===== config.mk =====
export PLATFORM = sky130hd
export DESIGN_NAME = keynsham_fetch_buffer_flat
export DESIGN_NICKNAME = d
export VERILOG_FILES = /design/src/rtl/keynsham_fetch_buffer_pkg.sv /design/src/rtl/keynsham_fetch_buffer_if.sv /design/src/rtl/keynsham_fetch_buffer_fifo.sv /design/src/rtl/keynsham_fetch_buffer.sv /design/src/flat_wrapper.sv
export SDC_FILE = /design/constraint.sdc
export NUM_CORES = 1
export LEC_CHECK = 0
export ABC_AREA = 0
export BUFFER_PORTS_ARGS = -buffer_cell sky130_fd_sc_hd__buf_2
export CAP_MARGIN = 20
export CORE_MARGIN = 2
export CORE_UTILIZATION = 64
export CTS_BUF_LIST = sky130_fd_sc_hd__clkbuf_16
export DETAILED_ROUTE_END_ITERATION = 10
export GPL_ROUTABILITY_DRIVEN = 0
export PLACE_DENSITY = 0.9
export SLEW_MARGIN = 20
export SYNTH_ARGS = -nofsm -noshare
export SYNTH_HDL_FRONTEND = slang
export SYNTH_SLANG_ARGS = --single-unit

===== constraint.sdc =====
create_clock -name clk -period 19.9 [get_ports clk]
set_input_delay 2.985 -clock clk [delete_from_list [all_inputs] [get_ports clk]]
set_output_delay 2.985 -clock clk [all_outputs]
set_load 0.02 [all_outputs]

===== src/rtl/keynsham_fetch_buffer_pkg.sv =====
// Shared definitions for the Keynsham fetch front end: FSM encoding and
// the layout of one FIFO entry ({fault, instr, word pc}).
package keynsham_fetch_buffer_pkg;

  typedef enum logic [1:0] {
    ST_IDLE    = 2'd0,
    ST_REQ     = 2'd1,
    ST_DISCARD = 2'd2,
    ST_FAULTED = 2'd3
  } fetch_state_e;

  localparam int ENTRY_W   = 63;
  localparam int FAULT_BIT = 62;
  localparam int INSTR_MSB = 61;
  localparam int INSTR_LSB = 30;
  localparam int PC_MSB    = 29;

  function automatic logic [ENTRY_W-1:0] make_entry(input logic fault,
                                                    input logic [31:0] instr,
                                                    input logic [29:0] pc);
    return {fault, instr, pc};
  endfunction

endpackage


===== src/rtl/keynsham_fetch_buffer_if.sv =====
// Instruction bus plus decode-side handshake of the fetch buffer.
interface keynsham_fetch_buffer_if;
  logic        i_access;
  logic [29:0] i_addr;
  logic [31:0] i_data;
  logic        i_ack;
  logic        redirect;
  logic [31:0] redirect_pc;
  logic        out_valid;
  logic        out_ready;
  logic [31:0] out_instr;
  logic [31:0] out_pc;
  logic        out_fault;

  modport master (
    output i_access, i_addr, out_valid, out_instr, out_pc, out_fault,
    input  i_data, i_ack, redirect, redirect_pc, out_ready
  );

  modport slave (
    input  i_access, i_addr, out_valid, out_instr, out_pc, out_fault,
    output i_data, i_ack, redirect, redirect_pc, out_ready
  );
endinterface


===== src/rtl/keynsham_fetch_buffer_fifo.sv =====
// Synchronous FIFO with a registered head word that holds its last value
// when the FIFO drains, plus a flush that empties it in one edge.
module keynsham_fetch_fifo
  import keynsham_fetch_buffer_pkg::*;
#(
  parameter int DEPTH = 4,
  parameter int WIDTH = ENTRY_W
) (
  input  logic                     clk,
  input  logic                     rst_n,
  input  logic                     flush,
  input  logic                     push,
  input  logic [WIDTH-1:0]         push_data,
  input  logic                     pop,
  output logic [WIDTH-1:0]         head,
  output logic                     full,
  output logic                     empty,
  output logic [$clog2(DEPTH):0]   count
);
  localparam int PW = $clog2(DEPTH);

  logic [WIDTH-1:0] mem_r [DEPTH];
  logic [PW-1:0]    wr_ptr_r, rd_ptr_r, wr_ptr_n, rd_ptr_n;
  logic [PW:0]      count_r, count_n;
  logic [WIDTH-1:0] head_r, head_n;
  logic             full_r, empty_r, do_push_s, do_pop_s;

  // Next pointers/occupancy; the new head bypasses the array when it is the word being written.
  always_comb begin
    do_pop_s  = pop && (count_r != {(PW+1){1'b0}});
    do_push_s = push && ((count_r != (PW+1)'(DEPTH)) || do_pop_s);
    wr_ptr_n  = wr_ptr_r;
    rd_ptr_n  = rd_ptr_r;
    count_n   = count_r;
    head_n    = head_r;
    if (flush) begin
      wr_ptr_n = {PW{1'b0}};
      rd_ptr_n = {PW{1'b0}};
      count_n  = {(PW+1){1'b0}};
    end else begin
      wr_ptr_n = wr_ptr_r + PW'(do_push_s);
      rd_ptr_n = rd_ptr_r + PW'(do_pop_s);
      count_n  = count_r + (PW+1)'(do_push_s) - (PW+1)'(do_pop_s);
      if (count_n != {(PW+1){1'b0}}) begin
        head_n = (do_push_s && (wr_ptr_r == rd_ptr_n)) ? push_data : mem_r[rd_ptr_n];
      end else begin
        head_n = head_r;
      end
    end
  end

  // Storage array, no reset needed since the head register masks stale words.
  always_ff @(posedge clk) begin
    if (do_push_s && !flush) begin
      mem_r[wr_ptr_r] <= push_data;
    end
  end

  // Control and head registers.
  always_ff @(posedge clk or negedge rst_n) begin
    if (!rst_n) begin
      wr_ptr_r <= {PW{1'b0}};
      rd_ptr_r <= {PW{1'b0}};
      count_r  <= {(PW+1){1'b0}};
      head_r   <= {WIDTH{1'b0}};
      full_r   <= 1'b0;
      empty_r  <= 1'b1;
    end else begin
      wr_ptr_r <= wr_ptr_n;
      rd_ptr_r <= rd_ptr_n;
      count_r  <= count_n;
      head_r   <= head_n;
      full_r   <= (count_n == (PW+1)'(DEPTH));
      empty_r  <= (count_n == {(PW+1){1'b0}});
    end
  end

  assign head  = head_r;
  assign full  = full_r;
  assign empty = empty_r;
  assign count = count_r;
endmodule


===== src/rtl/keynsham_fetch_buffer.sv =====
// Instruction-fetch front end: issues sequential word fetches, buffers them
// in a small FIFO and handles redirects and bus-timeout faults.
module keynsham_fetch_buffer
  import keynsham_fetch_buffer_pkg::*;
#(
  parameter logic [31:0] RESET_PC = 32'h1000_0000,
  parameter int          DEPTH    = 4,
  parameter int          TIMEOUT  = 15
) (
  input logic clk,
  input logic rst_n,
  keynsham_fetch_buffer_if.master bus
);
  localparam int             CW        = $clog2(DEPTH) + 1;
  localparam logic [7:0]     TIMEOUT_C = 8'(TIMEOUT);

  fetch_state_e       state_r, state_n;
  logic [29:0]        addr_r, addr_n, pend_r, pend_n;
  logic [7:0]         cnt_r, cnt_n, cnt_inc_s;
  logic               timed_out_s, credit_s, push_s, push_fault_s, pop_s, i_access_r;
  logic [ENTRY_W-1:0] push_entry_s, head_s;
  logic               fifo_full_s, fifo_empty_s;
  logic [CW-1:0]      fifo_count_s;

  assign credit_s = ({1'b0, fifo_count_s} + {{CW{1'b0}}, (state_r == ST_REQ)}) < (CW+1)'(DEPTH);
  assign pop_s    = !fifo_empty_s && bus.out_ready && !bus.redirect;
  assign push_entry_s = push_fault_s ? make_entry(1'b1, 32'd0, addr_r)
                                     : make_entry(1'b0, bus.i_data, addr_r);

  // Fetch FSM: redirect wins over everything, the timeout counter saturates at TIMEOUT.
  always_comb begin
    state_n      = state_r;
    addr_n       = addr_r;
    pend_n       = pend_r;
    cnt_n        = cnt_r;
    push_s       = 1'b0;
    push_fault_s = 1'b0;
    cnt_inc_s    = (cnt_r == TIMEOUT_C) ? cnt_r : cnt_r + 8'd1;
    timed_out_s  = (cnt_inc_s == TIMEOUT_C);
    case (state_r)
      ST_IDLE: begin
        if (bus.redirect) begin
          addr_n = bus.redirect_pc[31:2];
        end else if (credit_s) begin
          state_n = ST_REQ;
          cnt_n   = 8'd0;
        end else begin
          state_n = ST_IDLE;
        end
      end
      ST_REQ: begin
        if (bus.redirect) begin
          if (bus.i_ack) begin
            state_n = ST_IDLE;
            addr_n  = bus.redirect_pc[31:2];
          end else begin
            state_n = ST_DISCARD;
            pend_n  = bus.redirect_pc[31:2];
            cnt_n   = 8'd0;
          end
        end else if (bus.i_ack) begin
          push_s  = 1'b1;
          addr_n  = addr_r + 30'd1;
          state_n = ST_IDLE;
        end else begin
          cnt_n = cnt_inc_s;
          if (timed_out_s && (!fifo_full_s || pop_s)) begin
            push_s       = 1'b1;
            push_fault_s = 1'b1;
            state_n      = ST_FAULTED;
          end else begin
            state_n = ST_REQ;
          end
        end
      end
      ST_DISCARD: begin
        // The in-flight fetch still owns the bus; only the pending target moves.
        if (bus.i_ack || timed_out_s) begin
          state_n = ST_IDLE;
          addr_n  = bus.redirect ? bus.redirect_pc[31:2] : pend_r;
        end else begin
          cnt_n  = cnt_inc_s;
          pend_n = bus.redirect ? bus.redirect_pc[31:2] : pend_r;
        end
      end
      ST_FAULTED: begin
        if (bus.redirect) begin
          state_n = ST_IDLE;
          addr_n  = bus.redirect_pc[31:2];
        end else begin
          state_n = ST_FAULTED;
        end
      end
      default: begin
        state_n = ST_IDLE;
      end
    endcase
  end

  // State, address and bus request registers.
  always_ff @(posedge clk or negedge rst_n) begin
    if (!rst_n) begin
      state_r    <= ST_IDLE;
      addr_r     <= RESET_PC[31:2];
      pend_r     <= RESET_PC[31:2];
      cnt_r      <= 8'd0;
      i_access_r <= 1'b0;
    end else begin
      state_r    <= state_n;
      addr_r     <= addr_n;
      pend_r     <= pend_n;
      cnt_r      <= cnt_n;
      i_access_r <= (state_n == ST_REQ) || (state_n == ST_DISCARD);
    end
  end

  keynsham_fetch_fifo #(.DEPTH(DEPTH), .WIDTH(ENTRY_W)) u_fifo (
    .clk       (clk),
    .rst_n     (rst_n),
    .flush     (bus.redirect),
    .push      (push_s),
    .push_data (push_entry_s),
    .pop       (pop_s),
    .head      (head_s),
    .full      (fifo_full_s),
    .empty     (fifo_empty_s),
    .count     (fifo_count_s)
  );

  assign bus.i_access  = i_access_r;
  assign bus.i_addr    = addr_r;
  assign bus.out_valid = !fifo_empty_s;
  assign bus.out_fault = head_s[FAULT_BIT];
  assign bus.out_instr = head_s[INSTR_MSB:INSTR_LSB];
  assign bus.out_pc    = {head_s[PC_MSB:0], 2'b00};
endmodule


===== src/flat_wrapper.sv =====
// flat-port wrapper written by rule: the top's interface ports become plain ports
module keynsham_fetch_buffer_flat import keynsham_fetch_buffer_pkg::*;
#(
  parameter logic [31:0] RESET_PC = 32'h1000_0000,
  parameter int          DEPTH    = 4,
  parameter int          TIMEOUT  = 15
)
  (clk, rst_n, bus_i_access, bus_i_addr, bus_out_valid, bus_out_instr, bus_out_pc, bus_out_fault, bus_i_data, bus_i_ack, bus_redirect, bus_redirect_pc, bus_out_ready);
  keynsham_fetch_buffer_if bus_i ();
  input logic clk;
  input logic rst_n;
  output wire logic [$bits(bus_i.i_access)-1:0] bus_i_access;
  output wire logic [$bits(bus_i.i_addr)-1:0] bus_i_addr;
  output wire logic [$bits(bus_i.out_valid)-1:0] bus_out_valid;
  output wire logic [$bits(bus_i.out_instr)-1:0] bus_out_instr;
  output wire logic [$bits(bus_i.out_pc)-1:0] bus_out_pc;
  output wire logic [$bits(bus_i.out_fault)-1:0] bus_out_fault;
  input wire logic [$bits(bus_i.i_data)-1:0] bus_i_data;
  input wire logic [$bits(bus_i.i_ack)-1:0] bus_i_ack;
  input wire logic [$bits(bus_i.redirect)-1:0] bus_redirect;
  input wire logic [$bits(bus_i.redirect_pc)-1:0] bus_redirect_pc;
  input wire logic [$bits(bus_i.out_ready)-1:0] bus_out_ready;
  assign bus_i_access = bus_i.i_access;
  assign bus_i_addr = bus_i.i_addr;
  assign bus_out_valid = bus_i.out_valid;
  assign bus_out_instr = bus_i.out_instr;
  assign bus_out_pc = bus_i.out_pc;
  assign bus_out_fault = bus_i.out_fault;
  assign bus_i.i_data = bus_i_data;
  assign bus_i.i_ack = bus_i_ack;
  assign bus_i.redirect = bus_redirect;
  assign bus_i.redirect_pc = bus_redirect_pc;
  assign bus_i.out_ready = bus_out_ready;
  keynsham_fetch_buffer #(.RESET_PC(RESET_PC), .DEPTH(DEPTH), .TIMEOUT(TIMEOUT)) u_core (.clk(clk), .rst_n(rst_n), .bus(bus_i));
endmodule

# ---- Word-level counts from Yosys, hierarchy flattened
# Memories as Yosys holds them, arrays and structs flattened. A register that Yosys moved wholly into a read port is not among the register bits.
# Cells that the tools add are included.
dict set report op_classes {
  addsub 7
  magnitude_cmp 1
  eq_ne 17
  muxes 41
  bitwise_logic 1
  n_reduce_logical 25
}
# cell n
set ops {}
lappend ops {{two-way mux 30 bit} 9}
lappend ops {{case mux 30 bit (3 select lines)} 1}
lappend ops {{two-way mux 63 bit} 1}
lappend ops {{case mux 30 bit (2 select lines)} 1}
lappend ops {{two-way mux 8 bit} 7}
lappend ops {{adder 30 x 1 -> 30 bit, second input constant} 1}
lappend ops {{case mux 8 bit (3 select lines)} 1}
lappend ops {{two-way mux 2 bit} 9}
lappend ops {{== test 8 x 4 -> 1 bit, second input constant} 2}
lappend ops {{two-way mux 1 bit} 10}
lappend ops {{inequality test 2 bit, second input constant} 5}
lappend ops {{nonzero test 3 bit} 3}
lappend ops {{adder 8 x 1 -> 8 bit, second input constant} 1}
lappend ops {{case mux 2 bit (4 select lines)} 1}
lappend ops {{== test 2 bit, second input constant} 3}
lappend ops {{logical AND 1 bit} 6}
lappend ops {{inequality test 2 x 1 -> 1 bit, second input constant} 3}
lappend ops {{AND reduction 5 bit} 1}
lappend ops {{adder 2 x 1 -> 2 bit} 2}
lappend ops {{adder 3 x 1 -> 4 bit} 1}
lappend ops {{== test 2 x 1 -> 1 bit, second input constant} 2}
lappend ops {{logical NOT 1 bit} 4}
lappend ops {{logical OR 1 bit} 4}
lappend ops {{< comparator 4 x 3 -> 1 bit, second input constant} 1}
lappend ops {{13 further kinds} 13}
dict set report totals {
  regBits 80
  ramBits 252
  input_bits 69
  output_inout_bits 97
  elab_cells 103
  mem_count 1
}
# name depth width rd rd_ports_with_merged_regs wr line
set mem_list {}
lappend mem_list {u_core.u_fifo.mem_r 4 63 1 1 1 keynsham_fetch_buffer_fifo.sv:22} ;# logic [WIDTH-1:0] mem_r [DEPTH];

# ---- Longest topological paths before layout
# Gate-level depths: netlist (run 1).
dict set report logic_depth {
  word_depth 14
  mapped_depth 18
  ltp_nobuf 16
}

# ---- Hierarchy
# From an unflattened synthesis (run 1), not the netlist that was laid out.
dict set report unflattened {
  cells_unflattened 1322
  hier_area_um2 17638.2
}
# mod n_inst cells_per_inst area_per_inst_um2
set modules_own_cells {}
lappend modules_own_cells {keynsham_fetch_fifo 1 719 12383.1}
lappend modules_own_cells {keynsham_fetch_buffer 1 603 5255.0}

# ---- Least setup slack after synthesis (run 1)
# No wires, ideal clock.
dict set report synth_timing {
  kind {input -> register}
  startpoint {in bus_redirect}
  endpoint {mem u_core.u_fifo.mem_r[2][0] (netlist bit) (enable)}
  setup_time_ns 0.575
  arrival_time_ns 8.681
  required_time_ns 19.325
  path_slack_ns 10.644
  cell_stages 6
  path_buffers 0
  path_cell_list {nor3b_1 -> nand2b_1 -> o2111ai_1 -> o21ai_1 -> nand3_1 -> nor3b_1}
}
dict set report synth_between {
  elab_chain_cells 12
  elab_cells_between_ends 14
  cone_classes {6 x mux; 8 x reduce/logical}
}
# element line
set synth_lines {}
lappend synth_lines {{from (decl)} flat_wrapper.sv:20} ;# input wire logic [$bits(bus_i.redirect)-1:0] bus_redirect;
lappend synth_lines {{logical NOT 1 bit} {keynsham_fetch_buffer_fifo.sv:54, keynsham_fetch_buffer.sv:26}}
lappend synth_lines {{logical AND 1 bit} keynsham_fetch_buffer.sv:26} ;# assign pop_s = !fifo_empty_s && bus.out_ready && !bus.redirect;
lappend synth_lines {{logical OR 1 bit} keynsham_fetch_buffer.sv:67} ;# if (timed_out_s && (!fifo_full_s || pop_s)) begin
lappend synth_lines {{logical AND 1 bit} keynsham_fetch_buffer.sv:67}
lappend synth_lines {{two-way mux 1 bit} keynsham_fetch_buffer.sv:67}
lappend synth_lines {{two-way mux 1 bit} keynsham_fetch_buffer.sv:61} ;# end else if (bus.i_ack) begin
lappend synth_lines {{two-way mux 1 bit} keynsham_fetch_buffer.sv:52} ;# if (bus.redirect) begin
lappend synth_lines {{two-way mux 1 bit} keynsham_fetch_buffer.sv:40} ;# case (state_r)
lappend synth_lines {{logical AND 1 bit} keynsham_fetch_buffer_fifo.sv:31} ;# do_push_s = push && ((count_r != (PW+1)'(DEPTH)) || do_pop_s);
lappend synth_lines {{logical AND 1 bit (*)} keynsham_fetch_buffer_fifo.sv:54} ;# if (do_push_s && !flush) begin
lappend synth_lines {{two-way mux 1 bit (*)} keynsham_fetch_buffer_fifo.sv:54}
lappend synth_lines {{two-way mux 1 bit (not written as such) (*)} keynsham_fetch_buffer_fifo.sv:55} ;# mem_r[wr_ptr_r] <= push_data;
lappend synth_lines {{to (decl)} keynsham_fetch_buffer_fifo.sv:22}
# Mark *: on every way between the ends. The rest lies on a longest branch, timed or not.

# ---- Worst setup path in the final report (run 1)
dict set report layout_timing {
  startpoint {in bus_i_ack}
  endpoint {reg u_core.u_fifo.head_r[62] (netlist: u_core.u_fifo.head[62]), read port of u_core.u_fifo.mem_r}
}
dict set report layout_between {
  elab_chain_cells 8
}
# element line
set layout_lines {}
lappend layout_lines {{from (decl)} flat_wrapper.sv:19} ;# input wire logic [$bits(bus_i.i_ack)-1:0] bus_i_ack;
lappend layout_lines {{two-way mux 1 bit} keynsham_fetch_buffer.sv:61}
lappend layout_lines {{two-way mux 1 bit} keynsham_fetch_buffer.sv:52}
lappend layout_lines {{two-way mux 1 bit} keynsham_fetch_buffer.sv:40}
lappend layout_lines {{logical AND 1 bit} keynsham_fetch_buffer_fifo.sv:31}
lappend layout_lines {{adder 3 x 1 -> 3 bit} keynsham_fetch_buffer_fifo.sv:43} ;# count_n = count_r + (PW+1)'(do_push_s) - (PW+1)'(do_pop_s);
lappend layout_lines {{subtractor 3 x 1 -> 3 bit} keynsham_fetch_buffer_fifo.sv:43}
lappend layout_lines {{nonzero test 3 bit} keynsham_fetch_buffer_fifo.sv:44} ;# if (count_n != {(PW+1){1'b0}}) begin
lappend layout_lines {{AND reduction 2 bit (no line)} -}
lappend layout_lines {{to (decl)} keynsham_fetch_buffer_fifo.sv:25} ;# logic [WIDTH-1:0] head_r, head_n;
# Every way passes these cells.
# A chain may end at the register's enable or synchronous reset.

==> metrics.md, run 1 <==
| Metric | Value |
|---|---|
| Status | `finished, final reports clean` |
| Fmax achieved | `133 MHz` |
| CTS tree | `yes` |
| Fin crit period | `7.52 ns` |
| Detailed-route wire length | `47100 um` |
| PortBufs | `approximately 160` |
| Worst-Margin Slew | `1.10 ns` |
| Setup TNS Final | `0 ns` |
| Die area | `between 20000 and 30000 sq um` |
| DP Wirelength | `27100 um` |
| Synth area leaders | `edfxtp_1 42%, dfrtp_1 19%, mux4_2 7.8%, o21ai_0 3.2%, a31oi_1 2.7%` |
| Final setup vio count | `0` |
| Post-CTS Hold Buffers | `0` |
| Cell area after synthesis | `approximately 18000 sq um` |
| Post-route design area | `about 20000 sq um` |
| Clock buffer depth | `3` |
| Layout area overhead | `11.6%` |
| Syn_area_per_cell | `12.9 sq um` |
| # rows | `61` |
| Number of flops mapped to enable cells by yosys | `252` |
| I/O pin cnt | `166` |
| Top cells by count, synth | `252 x edfxtp_1, 140 x dfrtp_1, 116 x o21ai_0` |
| Fin crit share | `0.378` |
| Wire per inst | `24.7 um` |
| Fin. Hold Viols | `0` |
| Maximum vdd drop | `0.127 mV` |
| Critical Path Start Type | `primary input` |
| Initial Utilization | `0.652` |
| Synth unique cells | `79` |
| Crit-path max FO | `95` |
| Layout cells sized above 1 | `0.240` |
| Relative max-transition margin | `0.266` |
| Worst setup EP type | `flop` |
| Setup Buffers After CTS | `0` |
| Synth top area share | `0.417` |
| Pin count of the biggest net entering global routing | `96` |
| Post-route ant nets | `0` |
| Final clock skew | `about 0.02 ns` |
| Critical path type | `in2reg` |
| CTS resizes | `0` |
| Top-count cell post-synth | `edfxtp_1` |
| Most used DFF post-synth | `edfxtp_1` |
| GRT Resource Usage Total | `0.319` |
| # fillers | `1695` |
| First-pass GRT wire length | `about 70000 um` |
| Initial antenna violation count | `3` |
| Vias per cell | `6.93` |
| Worst skew pair latency | `0.54 ns` |
| Vias in the first global route | `12.9k` |
| DR DRC count | `0` |
| Leak Pwr | `approximately 7.4 nW` |
| MaxCap Viol Count | `0` |
| Power Dens Cells | `142 nW/um^2` |
| CTS Sinks | `395` |
| Vias | `13.2k` |
| Die width | `172 um` |
| Cts bufs inserted | `40` |
| Seq/Total Area, Yosys | `0.614` |
| Clock slew at reported path FFs | `approximately 0.060 ns` |
| Yosys warnings | `0` |
| Required @ worst endpoint | `20.32 ns` |
| Core area | `27900 sq um` |
| Final core occ | `0.727` |
| Crit path DAT | `between 7 and 8 ns` |
| Cell taking the most area after synthesis | `edfxtp_1` |
| Post-Synthesis Cells | `1403` |
| Ys async rst share | `0.362` |
| Slew Viols, Final | `0` |
| Worst hold path class | `reg2reg` |
| Post-DP Area | `between 15000 and 20000 sq um` |
| Congestion Overflow GR | `0` |
| Die Span Y | `172 um` |
| Flops & latches, synth | `395` |
| Iteration-0 DRC Markers | `1727` |
| Layout Nets | `about 1.6k` |
| Pre-antenna DRT Iters | `6` |
| H-tree depth | `2` |
| Clock tree root buffer cell | `clkbuf_16` |
| RSZ-0062 raised after global routing | `false` |
==> area by class of cell <==
cell class	instances	area, sq um	share of cell area
inverters	64	240	0.0119
multi-input cells	806	6160	0.304
well taps	378	473	0.0233
clock inverters	33	208	0.0103
flip-flops and latches	395	11100	0.550
diodes	2	5.00	0.000247
repair buffers	185	996	0.0492
clock buffers	41	1030	0.0507
==> worst max-delay path, stage by stage <==
cell and delay (ns):
buf_2 0.24, clkinv_1 0.88, o21ai_2 0.25, buf_4 0.41
nand3_1 0.34, o21bai_1 0.27, ha_1 0.18, inv_1 0.05
fa_1 0.39, xnor2_1 0.17, nor2_1 0.16, or3_4 0.36
buf_4 0.78, inv_1 0.18, nand2_1 0.13, nand3_1 0.07
==> cell families (layout without fill, tap and decap cells) <==
family	Yosys count	after routing	share of synthesized area
flops	395	395	0.614
simple gates	298	298	0.0837
mux	105	105	0.106
buf+inv	203	323	0.0506
compound gates	373	373	0.129
fa+ha+maj	13	13	0.00937
other cells	1	4	0.000207
xor+xnor	15	15	0.00724
==> worst paths after layout <==
kind	endpoint	startpoint	slack, ns	depth (start not counted)
worst max-delay path	u_core.u_fifo.head[62]	bus_i_ack	12.38	16
worst min-delay path	u_core.pend_r[27]	u_core.pend_r[27]	0.50	1
worst max register to register	u_core.u_fifo.head[62]	u_core.cnt_r[0]	14.21	18
worst min register to register	u_core.pend_r[27]	u_core.pend_r[27]	0.50	1
max in group asynchronous	u_core.u_fifo.head[24]	rst_n	15.98	2
min in group asynchronous	u_core.pend_r[6]	rst_n	2.47	1
==> flip-flops by register name, summed over array words and instances, names as in the netlist <==
register	cells
u_core.u_fifo.head	63
u_core.u_fifo.count	3
u_core.bus.i_addr	30
u_core.cnt_r	8
u_core.u_fifo.full	1
u_core.pend_r	30
u_core.u_fifo.mem_r	252
u_core.bus.i_access	1
u_core.u_fifo.rd_ptr_r	2
u_core.u_fifo.wr_ptr_r	2
u_core.u_fifo.empty	1
u_core.state_r	2
==> where the power goes <==
group          leakage (nW)  total [mW]  internal (mW)  switching [mW]
sequential             3.96        1.25           1.07           0.179
clock                 0.638       0.710          0.401           0.309
combinational          2.76       0.913          0.329           0.584
total                  7.35        2.87           1.80            1.07
==> stage by stage <==
step	std cells	setup slack, ns	power (mW)	hold WS, ns
global placement	1828	12.44	2.09	0.468
detailed placement	1828	12.14	2.15	0.477
CTS	1902	12.66	2.86	0.493
global route	1903	12.12	3.00	0.503
floorplan	1404	10.64	1.87	0.458
finish	1904	12.38	2.87	0.501
==> routing by layer <==
layer,GRT usage,vias to the layer above,share of wire
met5,0,-,0.00051
met4,0.134,4,0.039
met3,0.0616,185,0.11
met2,0.524,1038,0.49
met1,0.420,6450,0.36
li1,-,5517,-
==> layout by cell type (no fill, tap or decap), types with 13 or more instances in the layout <==
| cell | netlist | final |
|---|---|---|
| dfrtp_1 | 140 | 140 |
| buf_2 | 9 | 160 |
| nand2_1 | 56 | 56 |
| nand3_1 | 49 | 49 |
| mux4_2 | 63 | 63 |
| mux2_2 | 23 | 23 |
| a21oi_1 | 76 | 76 |
| or4_1 | 33 | 33 |
| inv_1 | 64 | 72 |
| o211ai_1 | 14 | 14 |
| nor3_1 | 14 | 13 |
| o21ai_0 | 116 | 116 |
| clkbuf_16 | 0 | 41 |
| nor2_1 | 84 | 81 |
| buf_4 | 35 | 23 |
| edfxtp_1 | 252 | 252 |
| a221oi_1 | 13 | 13 |
| a31oi_1 | 79 | 79 |
Note: power is estimated with default switching activity, not from simulation.
==> run 2: changes to the inputs <==
Settings changed: ABC_AREA 0 to 1, CORE_UTILIZATION 64 to 54, PLACE_DENSITY 0.9 to 0.81.
Clock period 19.9 ns to 6.4 ns, I/O delays scaled along.
==> run 2 against run 1 <==
  * Hold slack worse by 0.029 ns
  * Cell area up 4.3%
  * Routed wire length up 4.3%
  * First-iteration DRC count up 5.2%
  * Clock skew down 0.0042 ns
  * Global-route usage down 4.8 points
  * Sequential cell count unchanged
  * Critical path depth up 3
  * Critical path type is now reg2reg
  * Largest cell class unchanged
==> metrics.md, run 2 <==
| Metric | Value |
|---|---|
| Status | `finished, final reports clean` |
| Worst setup EP type | `flop` |
| Post-CTS Hold Buffers | `0 (unchanged)` |
| Synth top area share | `0.400 (-0.0165)` |
| PortBufs | `161 (unchanged)` |
| Worst r2r src | `u_core.cnt_r[0]` |
| Syn_area_per_cell | `8.98 sq um (-31%)` |
| Pre-antenna DRT Iters | `6 (unchanged)` |
| Setup TNS Final | `0 ns (unchanged)` |
| Required @ worst endpoint | `6.88 ns (-13.44 ns)` |
| Fin crit period | `roughly 4.5 ns` |
| CTS Sinks | `395 (unchanged)` |
| Crit path DAT | `4.94 ns (-2.99 ns)` |
| Clock buffer depth | `3 (unchanged)` |
| Post-Synthesis Cells | `2105 (+50%)` |
| Initial antenna violation count | `0 (-3)` |
| First-pass GRT wire length | `77900 um (+9.2%)` |
| Slew Viols, Final | `0 (unchanged)` |
| Core area | `34500 sq um (+24%)` |
| CTS resizes | `0 (unchanged)` |
| Critical Path Start Type | `flop` |
| RR Endpoint | `u_core.u_fifo.head[18]` |
| Pre-CTS setup slack | `1.93 ns (-10.21 ns)` |
| Congestion Overflow GR | `0 (unchanged)` |
| Pin count of the biggest net entering global routing | `128 (+33%)` |
| Number of flops mapped to enable cells by yosys | `252 (unchanged)` |
| Initial Utilization | `0.547 (-0.104)` |
| Power Dens Cells | `414 nW/um^2 (+190%)` |
| Crit-path max cell delay | `0.68 ns (-0.20 ns)` |
| Top cells by count, synth | `653 x nand2_1, 252 x edfxtp_1, 242 x o21ai_0` |
| # fillers | `2804 (+65%)` |
| Post-route design area | `21100 sq um (+4.3%)` |
| Setup Buffers After CTS | `0 (unchanged)` |
| Register share of total power | `0.428 (-0.007)` |
| Biggest register | `u_core.u_fifo.mem_r` |
| Fmax achieved | `around 220 MHz` |
| MaxCap Viol Count | `0 (unchanged)` |
| DR DRC count | `0 (unchanged)` |
| Worst hold path class | `reg2reg` |
| Worst R2R Path Depth | `19 (+1)` |
| Vias | `15.3k (+16%)` |
| Die Span Y | `191 um (+11%)` |
| Seq/Total Area, Yosys | `0.590 (-0.0243)` |
| Max FFs per register | `252 (unchanged)` |
| Vias in the first global route | `14.9k (+15%)` |
| Relative max-transition margin | `0.277 (+0.0109)` |
| Detailed-route wire length | `49200 um (+4.3%)` |
| RSZ-0062 raised after global routing | `false` |
| Final setup vio count | `0 (unchanged)` |
| H-tree depth | `2 (unchanged)` |
| Most used DFF post-synth | `edfxtp_1` |
| Ys async rst share | `0.362 (unchanged)` |
| Cts bufs inserted | `41 (+2.5%)` |
| Layout area overhead | `11.7%` |
| Post-route ant nets | `0 (unchanged)` |
| Die width | `191 um (+11%)` |
| Synth unique cells | `44 (-44%)` |
| Synth area leaders | `edfxtp_1 40%, dfrtp_1 19%, nand2_1 13%, o21ai_0 6.4%, nor2_1 3.4%` |
| Top-count cell post-synth | `nand2_1` |
| Sw Share | `0.385 (+0.0122)` |
| Wire per inst | `18.4 um (-26%)` |
| GRT Resource Usage Total | `0.270 (-0.0484)` |
| Cell taking the most area after synthesis | `edfxtp_1` |
| Leak Pwr | `9.33 nW (+27%)` |
| Post-DP Area | `19800 sq um (+4.3%)` |
| Comb pwr share | `0.310 (-0.008)` |
| Commonest non-fill, non-tap cell in the layout | `nand2_1` |
| Leading cell types in the layout, fill and taps excluded | `652 x nand2_1, 252 x edfxtp_1, 242 x o21ai_0, 171 x nor2_1` |
| Clock slew at reported path FFs | `0.06 ns (about the same)` |
| Critical-path cell with the highest stage delay | `buf_4` |
| Critical hold path startpoint | `u_core.u_fifo.head[47]` |
| Vias per cell | `5.74 (-17%)` |
| Layout Nets | `2265 (+44%)` |
| Crit-path max FO | `64 (-33%)` |
| Critical path type | `reg2reg` |
| R2R Setup Slk | `1.94 ns (-12.27 ns)` |
| Final worst slack | `1.94 ns (-10.44 ns)` |
| I/O pin cnt | `166 (unchanged)` |
| WHS Endpoint | `u_core.u_fifo.head[47]` |
| Hold Path Stages | `2 (+1)` |
| Cell area after synthesis | `18900 sq um (+4.1%)` |
| Maximum vdd drop | `0.318 mV (+150%)` |
| Iteration-0 DRC Markers | `1817 (+5.2%)` |
| Switching Power | `3.37 mW (+210%)` |
| CP cell instances | `ha_1 -> nand3_2 -> inv_2 -> nand3_2 -> o21ai_0 -> nand2_1 -> nor2_4 -> nand3_2 -> a21oi_4 -> buf_4 -> nor2_1 -> fa_1 -> or2_2 -> nand3_1 -> nand2_2 -> inv_2 -> buf_4 -> nand2_1 -> nand2_1` |
| Final clock skew | `0.0162 ns (-0.00417 ns)` |
| Final core occ | `0.611 (-0.116)` |
| Worst-Margin Slew | `1.08 ns (-0.0124 ns)` |
| Die area | `36500 sq um (+23%)` |
| Clock tree root buffer cell | `clkbuf_16` |
| Yosys warnings | `0 (unchanged)` |
| Layout cells sized above 1 | `0.123 (-0.117)` |
| Flops & latches, synth | `395 (unchanged)` |
| DP Cell Count | `2595 (+42%)` |
| CTS tree | `yes` |
| Fin crit share | `0.697` |
| Fin. Hold Viols | `0 (unchanged)` |
| Diodes inserted | `0 (-2)` |
| Clock network power share | `0.262 (+0.015)` |
| Pint | `5.38 mW (+200%)` |
| DP Wirelength | `29500 um (+8.7%)` |
| Final non-filler cell total | `2671 (+40%)` |
| # rows | `68 (+11%)` |
| Worst skew pair latency | `0.55 ns (about the same)` |
[run 2: cell count changes after synthesis, sizes merged, moves of 63 or more]
cell   delta
a31oi    -79
inv      +91
mux4     -63
nand2   +599
nand4    +64
nor2     +88
o21ai   +137
[run 2: layer usage]
layer	vias up	part of all wire	track usage
met4	0	0.032	0.106
met5	-	0	0
li1	7159	-	-
met3	120	0.096	0.0507
met1	7262	0.40	0.363
met2	781	0.47	0.438
[run 2: worst max path at each step]
stage          slack [ns]  cells past startpoint                   endpoint       startpoint
2_1_floorplan       -0.42                      9  u_core.u_fifo.mem_r[2][0]     bus_redirect
3_3_place_gp         2.02                     13     u_core.u_fifo.head[48]     bus_redirect
3_5_place_dp         1.93                     19      u_core.u_fifo.head[5]     bus_redirect
4_1_cts              2.00                     19     u_core.u_fifo.head[18]  u_core.cnt_r[0]
5_1_grt              1.58                     19     u_core.u_fifo.head[12]  u_core.cnt_r[0]
6_report             1.94                     19     u_core.u_fifo.head[18]  u_core.cnt_r[0]
[run 2: power by group through the flow]
| stage | Clock [mW] | Combinational [mW] | Sequential [mW] |
|---|---|---|---|
| final | 2.29 | 2.71 | 3.74 |
| after global placement | 0 | 2.59 | 3.74 |
| after detailed placement | 0 | 2.67 | 3.77 |
| after global routing | 2.42 | 2.99 | 3.78 |
| after CTS | 2.31 | 2.69 | 3.72 |
| after floorplan | 0 | 1.74 | 3.83 |
[run 2: final cells by class]
class	count	area, sq um	area share
flip-flops and latches	395	11100	0.528
multi-input cells	1402	6510	0.308
clock buffers	41	1030	0.0486
repair buffers	187	1020	0.0485
inverters	156	587	0.0278
well taps	455	569	0.0270
clock inverters	35	259	0.0123
[run 2: per-stage QoR]
stage / hold slack [ns] / total power, mW
floorplan: 0.464 / 5.57
global placement: 0.458 / 6.33
global route: 0.491 / 9.19
detailed placement: 0.461 / 6.43
finish: 0.472 / 8.75
CTS: 0.477 / 8.72
[run 2: kinds of logic after synthesis]
kind of cell | share of synthesized area
XOR/XNOR | 0.00787
AND/OR/NAND/NOR | 0.227
buffers and inverters | 0.0711
flip-flops | 0.590
other | 0.000198
adder cells (fa/ha/maj) | 0.00900
AO/OA/AOI/OAI | 0.0955
[run 2: worst max-delay path: cells and delay by family (launching register included)]
| family | cells | cell delay (ns) |
|---|---|---|
| simple gates | 11 | 1.66 |
| buf+inv | 4 | 1.25 |
| fa+ha+maj | 2 | 0.68 |
| flops | 1 | 0.43 |
| compound gates | 2 | 0.35 |
